File: src/rtl/stdp_pkg.sv
// Purpose : shared widths, types and FSM encoding for the STDP sweep scheduler.
// Latency : n/a (declarations only).
// Backpr. : n/a.
// Contents: W_WIDTH/HIST_LEN, weight_t, hist_t, sched_state_t, sat_weight().
package stdp_pkg;

   localparam int W_WIDTH  = 20;
   localparam int HIST_LEN = 16;

   typedef logic signed [W_WIDTH-1:0] weight_t;
   typedef logic [HIST_LEN-1:0]       hist_t;

   typedef enum logic [2:0] {
      IDLE,
      RD,
      W1,
      W2,
      DONE
   } sched_state_t;

   // Signed saturation of a weight into [lo, hi].
   function automatic weight_t sat_weight(input weight_t v, input weight_t lo, input weight_t hi);
      if (v < lo) begin
         return lo;
      end
      if (v > hi) begin
         return hi;
      end
      return v;
   endfunction

endpackage

File: src/rtl/stdp_spike_history.sv
// Purpose : N_SYN pre-synaptic histories plus one post-synaptic history, with a read mux.
// Latency : a shift lands on the next edge; read ports are combinational.
// Backpr. : none; shifts every cycle shift is high.
// Ports   : clk/rst (sync, active-high); shift strobe; pre_spike/post_spike new bits;
//           sel picks the pre history driven on pre_word; post_word is the shared history.
module stdp_spike_history
   import stdp_pkg::*;
#(
   parameter int N_SYN = 8,
   parameter int IDX_W = $clog2(N_SYN)
) (
   input  logic                clk,
   input  logic                rst,
   input  logic                shift,
   input  logic [N_SYN-1:0]    pre_spike,
   input  logic                post_spike,
   input  logic [IDX_W-1:0]    sel,
   output logic [HIST_LEN-1:0] pre_word,
   output logic [HIST_LEN-1:0] post_word
);

   hist_t pre_hist [N_SYN];
   hist_t post_hist;

   // Bit HIST_LEN-1 is the newest step; older steps move toward bit 0.
   always_ff @(posedge clk) begin
      if (rst) begin
         for (int i = 0; i < N_SYN; i++) begin
            pre_hist[i] <= '0;
         end
         post_hist <= '0;
      end else if (shift) begin
         for (int i = 0; i < N_SYN; i++) begin
            pre_hist[i] <= {pre_spike[i], pre_hist[i][HIST_LEN-1:1]};
         end
         post_hist <= {post_spike, post_hist[HIST_LEN-1:1]};
      end
   end

   assign pre_word  = pre_hist[sel];
   assign post_word = post_hist;

endmodule

File: src/rtl/stdp_sweep_scheduler.sv
// Purpose : per time-step STDP sweep: shift histories, then read/encode/write every synapse weight.
// Latency : tick -> first read 1 cycle; 3 cycles per synapse; done at 3*N_SYN+1, idle at 3*N_SYN+2.
// Backpr. : none; ticks arriving while busy (including the done cycle) are dropped and flag overrun.
// Ports   : clk, rst (sync, active-high); tick/pre_spike/post_spike step inputs;
//           mem_re/mem_we/mem_addr/mem_rdata/mem_wdata weight RAM (read data one cycle after mem_re);
//           enc_pre/enc_post/enc_cur_w to the shared encoder, enc_new_w back from it;
//           busy, done (1-cycle), overrun (1-cycle).
// Build   : define STDP_CLAMP_EN to saturate written weights to [W_MIN, W_MAX]; otherwise raw wrap.
module stdp_sweep_scheduler
   import stdp_pkg::*;
#(
   parameter int        N_SYN = 8,
   parameter int signed W_MIN = 0,
   parameter int signed W_MAX = 1023
) (
   input  logic                       clk,
   input  logic                       rst,
   input  logic                       tick,
   input  logic [N_SYN-1:0]           pre_spike,
   input  logic                       post_spike,
   output logic                       mem_re,
   output logic                       mem_we,
   output logic [$clog2(N_SYN)-1:0]   mem_addr,
   input  logic signed [W_WIDTH-1:0]  mem_rdata,
   output logic signed [W_WIDTH-1:0]  mem_wdata,
   output logic [HIST_LEN-1:0]        enc_pre,
   output logic [HIST_LEN-1:0]        enc_post,
   output logic signed [W_WIDTH-1:0]  enc_cur_w,
   input  logic signed [W_WIDTH-1:0]  enc_new_w,
   output logic                       busy,
   output logic                       done,
   output logic                       overrun
);

   localparam int                IDX_W    = $clog2(N_SYN);
   localparam logic [IDX_W-1:0]  LAST_IDX = IDX_W'(N_SYN - 1);

   sched_state_t      state, state_nxt;
   logic [IDX_W-1:0]  idx, idx_nxt;
   weight_t           cur_w;
   weight_t           wdata_fmt;
   hist_t             pre_word, post_word;
   logic              accept;

   stdp_spike_history #(
      .N_SYN (N_SYN),
      .IDX_W (IDX_W)
   ) u_hist (
      .clk        (clk),
      .rst        (rst),
      .shift      (accept),
      .pre_spike  (pre_spike),
      .post_spike (post_spike),
      .sel        (idx),
      .pre_word   (pre_word),
      .post_word  (post_word)
   );

`ifdef STDP_CLAMP_EN
   assign wdata_fmt = sat_weight(enc_new_w, weight_t'(W_MIN), weight_t'(W_MAX));
`else
   assign wdata_fmt = enc_new_w;
`endif

   // Kept outside the FSM block: enc_new_w is combinational from enc_cur_w
   // through the external encoder, so the FSM must not depend on it.
   assign enc_cur_w = (!rst && state == W2) ? cur_w : '0;
   assign mem_wdata = mem_we ? wdata_fmt : '0;

   always_ff @(posedge clk) begin
      if (rst) begin
         state <= IDLE;
         idx   <= '0;
         cur_w <= '0;
      end else begin
         state <= state_nxt;
         idx   <= idx_nxt;
         if (state == W1) begin
            cur_w <= mem_rdata;
         end
      end
   end

   // All outputs are forced low while rst is high so a W2 caught by reset
   // never issues its write.
   always_comb begin
      state_nxt = state;
      idx_nxt   = idx;
      accept    = 1'b0;
      mem_re    = 1'b0;
      mem_we    = 1'b0;
      mem_addr  = '0;
      enc_pre   = '0;
      enc_post  = '0;
      busy      = 1'b0;
      done      = 1'b0;
      overrun   = 1'b0;
      if (!rst) begin
         busy    = (state != IDLE);
         overrun = tick && (state != IDLE);
         case (state)
            IDLE: begin
               if (tick) begin
                  accept    = 1'b1;
                  idx_nxt   = '0;
                  state_nxt = RD;
               end
            end
            RD: begin
               // Histories already hold the post-shift value here.
               mem_re    = 1'b1;
               mem_addr  = idx;
               enc_pre   = pre_word;
               enc_post  = post_word;
               state_nxt = W1;
            end
            W1: begin
               state_nxt = W2;
            end
            W2: begin
               // Only synapses with a spike this step (either side) change.
               if (pre_word[HIST_LEN-1] | post_word[HIST_LEN-1]) begin
                  mem_we   = 1'b1;
                  mem_addr = idx;
               end
               if (idx == LAST_IDX) begin
                  state_nxt = DONE;
               end else begin
                  idx_nxt   = idx + 1'b1;
                  state_nxt = RD;
               end
            end
            DONE: begin
               done      = 1'b1;
               state_nxt = IDLE;
            end
            default: begin
               state_nxt = IDLE;
            end
         endcase
      end
   end

endmodule

File: config.mk
export PLATFORM = sky130hd
export DESIGN_NAME = stdp_sweep_scheduler
export DESIGN_NICKNAME = d
export VERILOG_FILES = /design/src/rtl/stdp_pkg.sv /design/src/rtl/stdp_spike_history.sv /design/src/rtl/stdp_sweep_scheduler.sv
export SDC_FILE = /design/constraint.sdc
export NUM_CORES = 1
export LEC_CHECK = 0
export BUFFER_PORTS_ARGS = -buffer_cell sky130_fd_sc_hd__buf_2
export CAP_MARGIN = 20
export CORE_AREA = 5 5 138 140
export CTS_CLUSTER_DIAMETER = 120
export DETAILED_ROUTE_END_ITERATION = 7
export DIE_AREA = 0 0 143 145
export PLACE_DENSITY = 0.7
export RECOVER_POWER = 50
export SYNTH_ARGS = -nofsm -noshare
export SYNTH_HDL_FRONTEND = slang
export SYNTH_SLANG_ARGS = --single-unit
File: constraint.sdc
create_clock -name clk -period 8 [get_ports clk]
set_input_delay 0.8 -clock clk [delete_from_list [all_inputs] [get_ports clk]]
set_output_delay 0.8 -clock clk [all_outputs]
set_load 0.01 [all_outputs]
# After elaboration in Yosys (flattened, before gate mapping)
# Memories as Yosys holds them, arrays and structs flattened. A register that Yosys moved wholly into a read port is not among the register bits.
# Index checks and enable logic that the tools add are counted.
dict set report totals {
  regBits 42
  ramBits 128
  output_inout_bits 80
  elab_cells 71
  n_memories 1
}
# name words width read_ports rd_ports_with_merged_regs write_ports line_no
set mem_list {}
lappend mem_list {u_hist.pre_hist 8 16 9 1 8 stdp_spike_history.sv:22} ;# hist_t pre_hist [N_SYN];
dict set report classes {
  addsub 1
  n_eq_ne 7
  mux 42
  n_bitwise 9
  n_reduce_logical 7
}
# operator n
set op_table {}
lappend op_table {{16-bit 2-to-1 mux} 12}
lappend op_table {{20-bit 2-to-1 mux} 2}
lappend op_table {{3-bit 2-to-1 mux} 8}
lappend op_table {{1-bit 2-to-1 mux} 17}
lappend op_table {{3-bit one-hot mux with 2 select lines} 2}
lappend op_table {{3-bit one-hot mux with 4 select lines} 1}
lappend op_table {{1-bit bitwise OR} 9}
lappend op_table {{3-bit by 2-bit equality test with 1-bit output, second input constant} 2}
lappend op_table {{3-bit equality test, second input constant} 2}
lappend op_table {{2-bit inequality test, second input constant} 2}
lappend op_table {{3-bit by 1-bit adder with 3-bit output, second input constant} 1}
lappend op_table {{3-bit by 1-bit equality test with 1-bit output, second input constant} 1}
lappend op_table {{3-bit zero test} 1}
lappend op_table {{3-bit AND reduction} 1}
lappend op_table {{3-bit nonzero test} 1}
lappend op_table {{1-bit logical AND} 2}
lappend op_table {{2-bit nonzero test} 1}
lappend op_table {{1-bit zero test} 1}

# Depth between registers and ports, before layout
# Gate-level depths: netlist (run 1).
dict set report logic_depth {
  ltp_word 7
  depth_mapped 7
  depth_no_buf 5
}

# Hierarchy
# A second synthesis (run 1) with hierarchy kept.
dict set report unflattened {
  hier_cells 592
  area_unflattened_um2 7947.6
}
# module instances cells_each area_per_inst_um2
set modules_own_cells {}
lappend modules_own_cells {stdp_spike_history 1 380 6338.6}
lappend modules_own_cells {stdp_sweep_scheduler 1 212 1609.0}

# Worst setup path after synthesis (run 1)
# No wires, ideal clock.
dict set report synth_path {
  path_kind {input port to flip-flop}
  start {in rst}
  end {mem u_hist.pre_hist[0][0] in the netlist's numbering (enable)}
  arrival_ns 3.939
  setup_slack_ns 3.580
  cell_stages 4
  path_cell_list {clkbuf_1 -> a31oi_1 -> buf_4 -> inv_1}
}
# element line_no
set synth_rtl {}
lappend synth_rtl {{from (decl)} stdp_sweep_scheduler.sv:17} ;# input logic rst,
lappend synth_rtl {{to (decl)} stdp_spike_history.sv:22}

# Worst setup path after layout (run 1)
dict set report layout_path {
  start {in rst}
  end {out enc_cur_w[19]}
}
dict set report layout_between {
  elab_chain_len 3
}
# element line_no
set layout_rtl {}
lappend layout_rtl {{1-bit zero test} -}
lappend layout_rtl {{1-bit logical AND} stdp_sweep_scheduler.sv:67} ;# assign enc_cur_w = (!rst && state == W2) ? cur_w : '0;
lappend layout_rtl {{20-bit 2-to-1 mux} stdp_sweep_scheduler.sv:67}
lappend layout_rtl {{to (decl)} stdp_sweep_scheduler.sv:28} ;# output logic signed [W_WIDTH-1:0] enc_cur_w,
# Every way passes these cells.

==> flow_metrics.env, run 1 <==
export IMPL_timing_critical_path_to_type="primary output"
export IMPL_ys_top_cells_by_area="sky130_fd_sc_hd__edfxtp_1 49%, sky130_fd_sc_hd__dfxtp_1 12%, sky130_fd_sc_hd__mux4_2 8.7%"
export IMPL_regToRegSetupSlack_ns=4.27
export IMPL_min_delay_endpoint="cur_w[0]"
export IMPL_finalNonFillerCells=967
export IMPL_timing_critical_path_arrival_ns=4.28
export IMPL_starting_density_of_the_core_pct=43.87
export IMPL_postCtsSetupRepairBufs=0
export IMPL_clockRootBuffer="sky130_fd_sc_hd__clkbuf_16"
export IMPL_setup_viol=0
export IMPL_post_route_cells_drive_above_1_share_pct=27.51
export IMPL_multiInputGateArea_um2=2771
export IMPL_clock_skew_ns=0.01551
export IMPL_synth_ff_type="sky130_fd_sc_hd__edfxtp_1"
export IMPL_netlist_cell_type_count=33
export IMPL_grt_antenna_before_repair=0
export IMPL_num_antenna_cells=0
export IMPL_post_route_period_util_pct=63.47
export IMPL_finish_instance_area_um2=9136
export IMPL_synth_edff_count=128
export IMPL_clock_sink_count=173
export IMPL_post_synth_top_area_cell="sky130_fd_sc_hd__edfxtp_1"
export IMPL_worstPathCellList="buf_2 > clkbuf_1 > nor3b_1 > clkbuf_1 > and3_1 > buf_2"
export IMPL_nets=779
export IMPL_place_hpwl_mm=10.49
export IMPL_crit_required_ns=7.20
export IMPL_critPathSlowestCell="sky130_fd_sc_hd__clkbuf_1"
export IMPL_buffer_ports_inserted=131
export IMPL_postSynthNetCount=670
export IMPL_worst_hold_start="cur_w[0]"
export IMPL_num_fill_cells=1514
export IMPL_maxCapViolCount=2
export IMPL_pin_count_of_the_biggest_net_entering_global_routing=97
export IMPL_worst_path_largest_cell_delay_ns=1.83
export IMPL_run_status="complete, but fails checks"
export IMPL_worst_slew_pin_transition_ns=2.602
export IMPL_area_growth_syn_to_fin_pct=17.53
export IMPL_ant_nets=0
export IMPL_grt_ovfl_total=0
export IMPL_maxClockFrequency_mhz=196.9
export IMPL_ys_ff_latch=173
export IMPL_crit_fanout=61
export IMPL_critical_path_buf_inv_count=4
export IMPL_power_density_cell_area_nw_per_um2=228.0
export IMPL_register_area_um2=4746
export IMPL_synthArstFlopShare_pct=0
export IMPL_coreArea_um2=17720
export IMPL_io_pins=132
export IMPL_crit_path_leading_delay_family="buffers and inverters"
export IMPL_rsz_0062_raised_after_global_routing="false"
export IMPL_timing_worst_setup_path_type="in2out"
export IMPL_timing_hold_worst_class="reg2reg"
export IMPL_cts_resizes=0
export IMPL_dr_total_vias=5051
export IMPL_floorplan_rows=49
export IMPL_grt_pass1_vias=5154
export IMPL_post_drt_wl_per_cell_um=16.65
export IMPL_setup_ws_ns=2.922
export IMPL_clock_tree_buffer_depth=2
export IMPL_post_synth_cell_area_avg_um2=12.62
export IMPL_die_area_um2=20740
export IMPL_crit_reg2reg_capture="u_hist.pre_hist[7][14]"
export IMPL_r2r_worst_path_cells=5
export IMPL_critical_path_startpoint_type="input pin"
export IMPL_track_usage_pct=16.08
export IMPL_place_area_um2=8552
export IMPL_power_leakage_nw=3.740
export IMPL_inserted_clock_buffers=17
export IMPL_htree_num_levels=4
export IMPL_synthesized_netlist_cell_count=616
export IMPL_count_of_hold_fix_buffers_inserted_at_cts=0
export IMPL_dr_pass1_iterations=6
export IMPL_timing_hold_worst_path_depth=2
export IMPL_slew_headroom_pct=-73.49
export IMPL_detail_route_iter0_violations=390
export IMPL_number_of_instances_in_the_placed_design=933
export IMPL_slew_violations=80
export IMPL_die_h_um=145
export IMPL_yosysWarningCount=0
export IMPL_vias_per_cell=5.223
export IMPL_synth_top_cell_area_share_pct=49.44
export IMPL_insertion_delay_ns=0.43
export IMPL_violated_checks="max-capacitance violations, max-slew violations"
export IMPL_synth_seq_area_share_pct=61.03
export IMPL_fin_setup_tns_ns=0
export IMPL_netlist_area_um2=7774
export IMPL_fin_crit_ns=5.078
export IMPL_clk_transition_reported_paths_ns=0.07
export IMPL_place_congestion=0.8527
export IMPL_grt_first_pass_wirelength_mm=26.58
export IMPL_vdd_ir_drop_worst_v=0.0001649
export IMPL_postRouteWirelength_mm=16.10
export IMPL_hold_violations=0
export IMPL_drcViolationCount=0
export IMPL_fp_dieW_um=143
export IMPL_setup_slack_placement_ns=4.454
export IMPL_cts_tree="done"
export IMPL_reg2reg_from="state[1]"
==> power breakdown <==
part           internal (mW)  leakage [nW]  switching [mW]
Clock                  0.472         0.301           0.341
Sequential              1.05          1.74          0.0395
Combinational         0.0734          1.70           0.103
Total                   1.60          3.74           0.484
==> cells in the mapped netlist, types with 18 or more instances <==
master,n
sky130_fd_sc_hd__a21oi_1,22
sky130_fd_sc_hd__a22o_1,18
sky130_fd_sc_hd__and2_1,97
sky130_fd_sc_hd__and3_1,37
sky130_fd_sc_hd__clkbuf_1,25
sky130_fd_sc_hd__dfxtp_1,45
sky130_fd_sc_hd__edfxtp_1,128
sky130_fd_sc_hd__mux2i_1,19
sky130_fd_sc_hd__mux4_2,30
sky130_fd_sc_hd__nand2_1,67
sky130_fd_sc_hd__nor2_1,43
sky130_fd_sc_hd__nor2b_1,34
==> stage by stage <==
stage	utilization, %	hold slack [ns]	power (mW)
3_5_place_dp	48.27	0.4466	1.291
5_1_grt	51.56	0.4753	2.175
4_1_cts	51.64	0.4552	2.103
6_report	51.56	0.4535	2.083
2_1_floorplan	-	0.4319	1.236
3_3_place_gp	48.27	0.4393	1.280
==> worst reg2reg max path, cell delays in order, from the launching register on <==
cell	delay (ns)
sky130_fd_sc_hd__dfxtp_1	0.87
sky130_fd_sc_hd__inv_1	0.51
sky130_fd_sc_hd__a31oi_1	0.26
sky130_fd_sc_hd__clkbuf_1	0.64
sky130_fd_sc_hd__inv_4	0.48
sky130_fd_sc_hd__buf_4	0.57
==> registers in the layout (all words and copies together), names as in the netlist, named ones only <==
name and count:
u_hist.pre_hist 128, cur_w 20, state 3, idx 3, u_hist.post_word 16
==> layer usage <==
metal | track usage [%] | wire length (um) | vias up
li1 | - | - | 2401
met4 | 5.418 | 316 | 0
met2 | 25.99 | 8107 | 131
met5 | 0 | 0 | -
met3 | 4.574 | 757 | 29
met1 | 20.88 | 6914 | 2490
==> kinds of logic after synthesis <==
logic type      after synthesis  share of synthesized area (%)
simple gates                291                          20.05
mux                          50                          11.28
xor+xnor                      1                         0.1127
flops                       173                          61.03
fa+ha+maj                     2                         0.3219
compound gates               45                          3.879
buf+inv                      54                          3.316
==> final cells by class <==
class                           count  area share (%)
Clock buffer                       22           5.779
Clock inverter                     10          0.7669
Inverter                            4          0.1917
Multi-Input combinational cell    389           30.33
Sequential cell                   173           51.94
Timing Repair Buffer              140           7.847
Tap cell                          229           3.136
==> placed cells by master (no fill, tap or decap), types with 5 or more instances in the layout <==
cell                        netlist  routed
sky130_fd_sc_hd__a21oi_1         22      22
sky130_fd_sc_hd__a22o_1          18      18
sky130_fd_sc_hd__and2_0           0      15
sky130_fd_sc_hd__and2_1          97      82
sky130_fd_sc_hd__and3_1          37      37
sky130_fd_sc_hd__buf_2           10     129
sky130_fd_sc_hd__clkbuf_1        25       5
sky130_fd_sc_hd__clkbuf_16        0      20
sky130_fd_sc_hd__dfxtp_1         45      44
sky130_fd_sc_hd__edfxtp_1       128     128
sky130_fd_sc_hd__mux2i_1         19      19
sky130_fd_sc_hd__mux4_2          30      30
sky130_fd_sc_hd__nand2_1         67      67
sky130_fd_sc_hd__nor2_1          43      43
sky130_fd_sc_hd__nor2b_1         34      34
==> worst max-delay path by stage <==
stage | start | slack, ns | cells after the start | end
finish | rst | 2.92 | 6 | enc_cur_w[19]
global route | rst | 2.59 | 6 | enc_post[0]
CTS | flip-flop | 4.15 | 6 | mem_wdata[4]
detailed placement | rst | 4.45 | 6 | u_hist.pre_hist[2][0]
global placement | rst | 4.54 | 6 | u_hist.pre_hist[0][0]
floorplan | rst | 3.58 | 4 | u_hist.pre_hist[0][0]
(Power assumes the default switching activity.)
==> run 2: changes to the inputs <==
--- a/config.mk
+++ b/config.mk
@@ -5,13 +5,14 @@
 export SDC_FILE = /design/constraint.sdc
 export NUM_CORES = 1
 export LEC_CHECK = 0
+export ABC_AREA = 1
 export BUFFER_PORTS_ARGS = -buffer_cell sky130_fd_sc_hd__buf_2
 export CAP_MARGIN = 20
-export CORE_AREA = 5 5 138 140
+export CORE_AREA = 5 5 139 141
 export CTS_CLUSTER_DIAMETER = 120
 export DETAILED_ROUTE_END_ITERATION = 7
-export DIE_AREA = 0 0 143 145
-export PLACE_DENSITY = 0.7
+export DIE_AREA = 0 0 144 146
+export PLACE_DENSITY = 0.73
 export RECOVER_POWER = 50
 export SYNTH_ARGS = -nofsm -noshare
 export SYNTH_HDL_FRONTEND = slang
==> constraint.sdc (replaced) <==
create_clock -name clk -period 4.3 [get_ports clk]
set_input_delay 0.43 -clock clk [delete_from_list [all_inputs] [get_ports clk]]
set_output_delay 0.43 -clock clk [all_outputs]
set_load 0.01 [all_outputs]
==> flow_metrics.env, run 2 <==
export IMPL_grt_first_pass_wirelength_mm=27.74
export IMPL_slew_violations=235
export IMPL_vdd_ir_drop_worst_v=0.0003275
export IMPL_worst_slew_pin_transition_ns=1.982
export IMPL_htree_num_levels=4
export IMPL_maxCapViolCount=3
export IMPL_cts_resizes=0
export IMPL_ant_nets=0
export IMPL_crit_required_ns=4.57
export IMPL_yosysWarningCount=0
export IMPL_starting_density_of_the_core_pct=44.22
export IMPL_post_synth_top_area_cell="sky130_fd_sc_hd__edfxtp_1"
export IMPL_setup_viol=0
export IMPL_grt_antenna_before_repair=1
export IMPL_flip_flop_count_of_the_largest_register_all_copies_and_words_added=128
export IMPL_grt_pass1_vias=5885
export IMPL_area_growth_syn_to_fin_pct=15.89
export IMPL_synthArstFlopShare_pct=0
export IMPL_setup_ws_ns=1.031
export IMPL_count_of_hold_fix_buffers_inserted_at_cts=0
export IMPL_pin_count_of_the_biggest_net_entering_global_routing=145
export IMPL_run_status="complete, but fails checks"
export IMPL_timing_critical_path_to_type="flip-flop"
export IMPL_synth_top_cells_by_count="195 x sky130_fd_sc_hd__nor2_1, 191 x sky130_fd_sc_hd__inv_1, 128 x sky130_fd_sc_hd__edfxtp_1"
export IMPL_post_route_cells_drive_above_1_share_pct=16.90
export IMPL_hold_violations=0
export IMPL_clk_transition_reported_paths_ns=0.07
export IMPL_detail_route_iter0_violations=398
export IMPL_violated_checks="max-capacitance violations, max-slew violations"
export IMPL_fin_crit_ns=3.269
export IMPL_netlist_area_um2=7890
export IMPL_buffer_ports_inserted=131
export IMPL_synth_top_family_by_area="simple AND/OR/NAND/NOR gates"
export IMPL_clock_skew_ns=0.01015
export IMPL_dr_total_vias=5998
export IMPL_synth_top_cell_area_share_pct=48.72
export IMPL_muxShareOfSynthArea_pct=0
export IMPL_final_cell_mix="196 x sky130_fd_sc_hd__nor2_1, 192 x sky130_fd_sc_hd__inv_1, 128 x sky130_fd_sc_hd__edfxtp_1"
export IMPL_insertion_delay_ns=0.42
export IMPL_timing_critical_path_arrival_ns=3.54
export IMPL_coreArea_um2=17840
export IMPL_ys_ff_latch=173
export IMPL_inserted_clock_buffers=17
export IMPL_synth_adder_area_share_pct=0.3172
export IMPL_post_route_period_util_pct=76.02
export IMPL_synth_seq_area_share_pct=60.13
export IMPL_holdWs_ns=0.2709
export IMPL_netlist_cell_type_count=25
export IMPL_grt_ovfl_total=0
export IMPL_simple_gate_area_share_of_the_yosys_netlist_pct=13.40
export IMPL_timing_worst_setup_path_type="reg2reg"
export IMPL_dr_pass1_iterations=5
export IMPL_synth_most_common_cell="sky130_fd_sc_hd__nor2_1"
export IMPL_layout_cells_most_common="sky130_fd_sc_hd__nor2_1"
export IMPL_die_h_um=146
export IMPL_place_area_um2=8603
export IMPL_place_congestion=0.7883
export IMPL_synth_xor_area_share_pct=0
export IMPL_timing_hold_worst_class="in2reg"
export IMPL_finish_instance_area_um2=9144
export IMPL_compound_gate_portion_of_the_synthesized_area_pct=13.11
export IMPL_critical_path_startpoint_type="flip-flop"
export IMPL_place_hpwl_mm=10.99
export IMPL_num_antenna_cells=0
export IMPL_clock_sink_count=173
export IMPL_floorplan_rows=49
export IMPL_track_usage_pct=16.31
export IMPL_clock_tree_buffer_depth=2
export IMPL_vias_per_cell=4.880
export IMPL_crit_fanout=63
export IMPL_register_containing_the_most_flip_flops_in_the_final_layout="u_hist.pre_hist"
export IMPL_postSynthNetCount=937
export IMPL_fp_dieW_um=144
export IMPL_num_fill_cells=1660
export IMPL_postRouteWirelength_mm=16.76
export IMPL_post_drt_wl_per_cell_um=13.64
export IMPL_synth_edff_count=128
export IMPL_clockRootBuffer="sky130_fd_sc_hd__clkbuf_16"
export IMPL_slew_headroom_pct=-32.53
export IMPL_post_synth_cell_area_avg_um2=8.936
export IMPL_power_density_cell_area_nw_per_um2=422.0
export IMPL_nets=1041
export IMPL_fin_setup_tns_ns=0
export IMPL_postCtsSetupRepairBufs=0
export IMPL_synth_ff_type="sky130_fd_sc_hd__edfxtp_1"
export IMPL_io_pins=132
export IMPL_power_leakage_nw=3.885
export IMPL_rsz_0062_raised_after_global_routing="false"
export IMPL_setup_slack_placement_ns=1.501
export IMPL_drcViolationCount=0
export IMPL_maxClockFrequency_mhz=305.9
export IMPL_synthesized_netlist_cell_count=883
export IMPL_die_area_um2=21020
export IMPL_ys_top_cells_by_area="sky130_fd_sc_hd__edfxtp_1 49%, sky130_fd_sc_hd__dfxtp_1 11%, sky130_fd_sc_hd__nor2_1 9.3%"
export IMPL_cts_tree="done"
run 2: cell count changes after synthesis, sizes merged, moves of 12 or more:
cell	change
mux2i	-19
nor2b	-34
nand3	+22
and2	-97
o22ai	+18
a31oi	+12
nor2	+155
inv	+193
a22o	-18
a21oi	+58
o21ai	+84
mux4	-30
and3	-37
nand2	-31
run 2: report_power, final:
part	leakage, nW	switching [mW]	total, mW	internal [mW]
registers	1.74	0.0516	2.02	1.97
clock network	0.271	0.648	1.51	0.863
logic	1.87	0.238	0.330	0.0921
total	3.89	0.938	3.86	2.92
run 2: critical path, stage by stage (launching register included):
cell                      delay [ns]
sky130_fd_sc_hd__dfxtp_1        0.39
sky130_fd_sc_hd__nor3_4         0.29
sky130_fd_sc_hd__nand3_1        1.36
sky130_fd_sc_hd__buf_4          0.86
sky130_fd_sc_hd__nor2_1         0.19
run 2: through the flow:
stage / util [%] / instances / total power, mW
final: 51.25 / 1229 / 3.858
after global routing: 51.25 / 1229 / 4.035
after CTS: 51.43 / 1228 / 3.896
after detailed placement: 48.22 / 1196 / 2.387
after global placement: 48.22 / 1196 / 2.374
after floorplan: - / 883 / 2.284
run 2: path summary, 6_finish.rpt:
kind,from,to,slack (ns),depth (start not counted)
max,state[1],u_hist.pre_hist[4][4],1.03,4
min,post_spike,u_hist.post_word[15],0.27,3
max reg2reg,state[1],u_hist.pre_hist[4][4],1.03,4
min reg2reg,cur_w[19],cur_w[19],0.45,2
run 2: cells by family (layout without fill, tap and decap cells):
group | count (synthesis) | count (layout)
and+or+nand+nor | 261 | 261
AOI/OAI and AO/OA | 198 | 198
adders and majority gates | 2 | 2
DFF | 173 | 173
buffers and inverters | 249 | 366
run 2: area by class of cell:
| cell class | instances | area [um2] | area share, % |
|---|---|---|---|
| Multi-Input combinational cell | 461 | 2112 | 23.10 |
| Clock buffer | 20 | 436.7 | 4.776 |
| Inverter | 197 | 739.5 | 8.087 |
| Sequential cell | 173 | 4746 | 51.90 |
| Timing Repair Buffer | 137 | 688.2 | 7.526 |
| Clock inverter | 12 | 135.1 | 1.478 |
| Tap cell | 229 | 286.5 | 3.134 |
run 2: metal layers:
| layer | up-vias | track usage, % | share of wire [%] |
|---|---|---|---|
| li1 | 3030 | - | - |
| met1 | 2770 | 20.05 | 42 |
| met2 | 177 | 27.33 | 50 |
| met3 | 19 | 5.488 | 6.5 |
| met4 | 2 | 4.426 | 1.3 |
| met5 | - | 0 | 0.078 |
==> run 3: changes to the inputs <==
--- a/config.mk
+++ b/config.mk
@@ -12,7 +12,7 @@
 export CTS_CLUSTER_DIAMETER = 120
 export DETAILED_ROUTE_END_ITERATION = 7
 export DIE_AREA = 0 0 144 146
-export PLACE_DENSITY = 0.73
+export PLACE_DENSITY = 0.7
 export RECOVER_POWER = 50
 export SYNTH_ARGS = -nofsm -noshare
 export SYNTH_HDL_FRONTEND = slang
==> constraint.sdc (replaced) <==
create_clock -name clk -period 3.3 [get_ports clk]
set_input_delay 0.33 -clock clk [delete_from_list [all_inputs] [get_ports clk]]
set_output_delay 0.33 -clock clk [all_outputs]
set_load 0.01 [all_outputs]
==> flow_metrics.env, run 3 (synthesis gave the netlist of run 2 again) <==
export IMPL_post_route_period_util_pct=88.86
export IMPL_num_antenna_cells=0
export IMPL_pin_count_of_the_biggest_net_entering_global_routing=62
export IMPL_starting_density_of_the_core_pct=44.22
export IMPL_fin_crit_ns=2.932
export IMPL_slew_violations=78
export IMPL_rsz_0062_raised_after_global_routing="false"
export IMPL_clk_transition_reported_paths_ns=0.08
export IMPL_timing_critical_path_arrival_ns=2.60
export IMPL_violated_checks="max-capacitance violations, max-slew violations"
export IMPL_drcViolationCount=0
export IMPL_maxClockFrequency_mhz=341.0
export IMPL_regToRegSetupSlack_ns=0.45
export IMPL_clock_sink_count=173
export IMPL_detail_route_iter0_violations=371
export IMPL_fp_dieW_um=144
export IMPL_area_growth_syn_to_fin_pct=17.22
export IMPL_cts_tree="done"
export IMPL_timing_hold_worst_path_depth=3
export IMPL_power_leakage_nw=3.950
export IMPL_post_drt_wl_per_cell_um=13.62
export IMPL_power_density_cell_area_nw_per_um2=547.6
export IMPL_use_met2_pct=27.19
export IMPL_slew_headroom_pct=-17.76
export IMPL_vias_per_cell=4.828
export IMPL_layout_cells_most_common="sky130_fd_sc_hd__nor2_1"
export IMPL_floorplan_rows=49
export IMPL_holdWs_ns=0.1642
export IMPL_postCtsSetupRepairBufs=0
export IMPL_register_containing_the_most_flip_flops_in_the_final_layout="u_hist.pre_hist"
export IMPL_clock_tree_buffer_depth=2
export IMPL_htree_num_levels=4
export IMPL_coreArea_um2=17840
export IMPL_worst_slew_pin_transition_ns=1.766
export IMPL_crit_fanout=39
export IMPL_crit_required_ns=2.97
export IMPL_critical_path_startpoint_type="flip-flop"
export IMPL_global_route_usage_met1_pct=20.79
export IMPL_grt_antenna_before_repair=0
export IMPL_fin_setup_tns_ns=0
export IMPL_crit_reg2reg_capture="u_hist.pre_hist[4][1]"
export IMPL_number_of_instances_in_the_placed_design=1203
export IMPL_clock_skew_ns=0.008835
export IMPL_reg2reg_from="state[1]"
export IMPL_timing_worst_setup_path_type="reg2out"
export IMPL_flip_flop_count_of_the_largest_register_all_copies_and_words_added=128
export IMPL_dr_total_vias=5968
export IMPL_insertion_delay_ns=0.43
export IMPL_dr_pass1_iterations=5
export IMPL_setup_viol=0
export IMPL_register_area_um2=4746
export IMPL_r2r_worst_path_cells=4
export IMPL_finalNonFillerCells=1236
export IMPL_min_delay_endpoint="u_hist.post_word[15]"
export IMPL_postRouteWirelength_mm=16.83
export IMPL_post_layout_total_power_mw=5.064
export IMPL_final_cell_mix="195 x sky130_fd_sc_hd__nor2_1, 191 x sky130_fd_sc_hd__inv_1, 128 x sky130_fd_sc_hd__buf_2, 128 x sky130_fd_sc_hd__edfxtp_1, 85 x sky130_fd_sc_hd__o21ai_0"
export IMPL_num_fill_cells=1619
export IMPL_inserted_clock_buffers=17
export IMPL_die_h_um=146
export IMPL_gr_max_usage_layer="met2"
export IMPL_clockRootBuffer="sky130_fd_sc_hd__clkbuf_16"
export IMPL_cts_resizes=0
export IMPL_vdd_ir_drop_worst_v=0.0003455
export IMPL_multiInputGateArea_um2=2112
export IMPL_place_hpwl_mm=11.49
export IMPL_groute_layer_met3_usage_pct=5.094
export IMPL_run_status="complete, but fails checks"
export IMPL_setup_slack_placement_ns=0.8224
export IMPL_track_usage_pct=16.53
export IMPL_setup_ws_ns=0.3677
export IMPL_maxCapViolCount=2
export IMPL_io_pins=132
export IMPL_grt_first_pass_wirelength_mm=27.98
export IMPL_hold_violations=0
export IMPL_ant_nets=0
export IMPL_timing_critical_path_to_type="primary output"
export IMPL_place_congestion=0.7859
export IMPL_post_route_cells_drive_above_1_share_pct=18.07
export IMPL_timing_hold_worst_class="in2reg"
export IMPL_buffer_ports_inserted=131
export IMPL_die_area_um2=21020
export IMPL_grt_pass1_vias=5816
export IMPL_grt_ovfl_total=0
export IMPL_worst_hold_start="post_spike"
export IMPL_nets=1048
export IMPL_count_of_hold_fix_buffers_inserted_at_cts=0
==> run 3: changes by cell type in the layout (fill, tap and decap cells not counted), sizes merged <==
cell / previous run / this run
bufinv: 2 / 0
buf: 131 / 135
clkinvlp: 3 / 0
clkbuf: 26 / 27
clkinv: 2 / 4
inv: 202 / 207
==> run 3: metal layers <==
layer	vias up	wire [um]
met4	0	299
li1	3042	-
met2	182	8335
met5	-	0
met1	2722	7073
met3	22	1124
==> run 3: worst max-delay path, cell delays in order (launching register included) <==
cell,delay (ns)
sky130_fd_sc_hd__dfxtp_2,0.60
sky130_fd_sc_hd__buf_4,0.41
sky130_fd_sc_hd__nand2_1,0.10
sky130_fd_sc_hd__nand3_1,0.09
sky130_fd_sc_hd__nand3_1,0.07
sky130_fd_sc_hd__nand2_1,0.11
sky130_fd_sc_hd__nand2_1,0.08
sky130_fd_sc_hd__nand2_1,0.47
sky130_fd_sc_hd__nor2_1,0.09
sky130_fd_sc_hd__buf_2,0.16
==> run 3: area by class of cell <==
class	count	share of cell area, %
inverter	197	7.995
clock inverter	14	1.569
clock buffer	18	4.870
multi-input combinational	461	22.84
sequential	173	51.31
tap	229	3.098
timing repair buffer	144	8.320
==> run 3: worst max-delay path by stage <==
stage | startpoint | to
finish | flip-flop | mem_wdata[6]
global route | flip-flop | mem_wdata[6]
CTS | flip-flop | mem_wdata[6]
detailed placement | flip-flop | mem_wdata[6]
global placement | flip-flop | mem_we
floorplan | state[1] | u_hist.pre_hist[0][0]
==> run 3: metrics by stage <==
step,utilization [%],area [um2]
2_1_floorplan,-,7890
3_3_place_gp,48.80,8706
3_5_place_dp,48.80,8706
4_1_cts,52.14,9301
5_1_grt,51.84,9249
6_report,51.84,9249
==> run 3: power by group <==
group	internal, mW	leakage, nW	switching, mW
registers	2.55	1.74	0.0696
logic	0.131	1.91	0.310
clock network	1.06	0.295	0.943
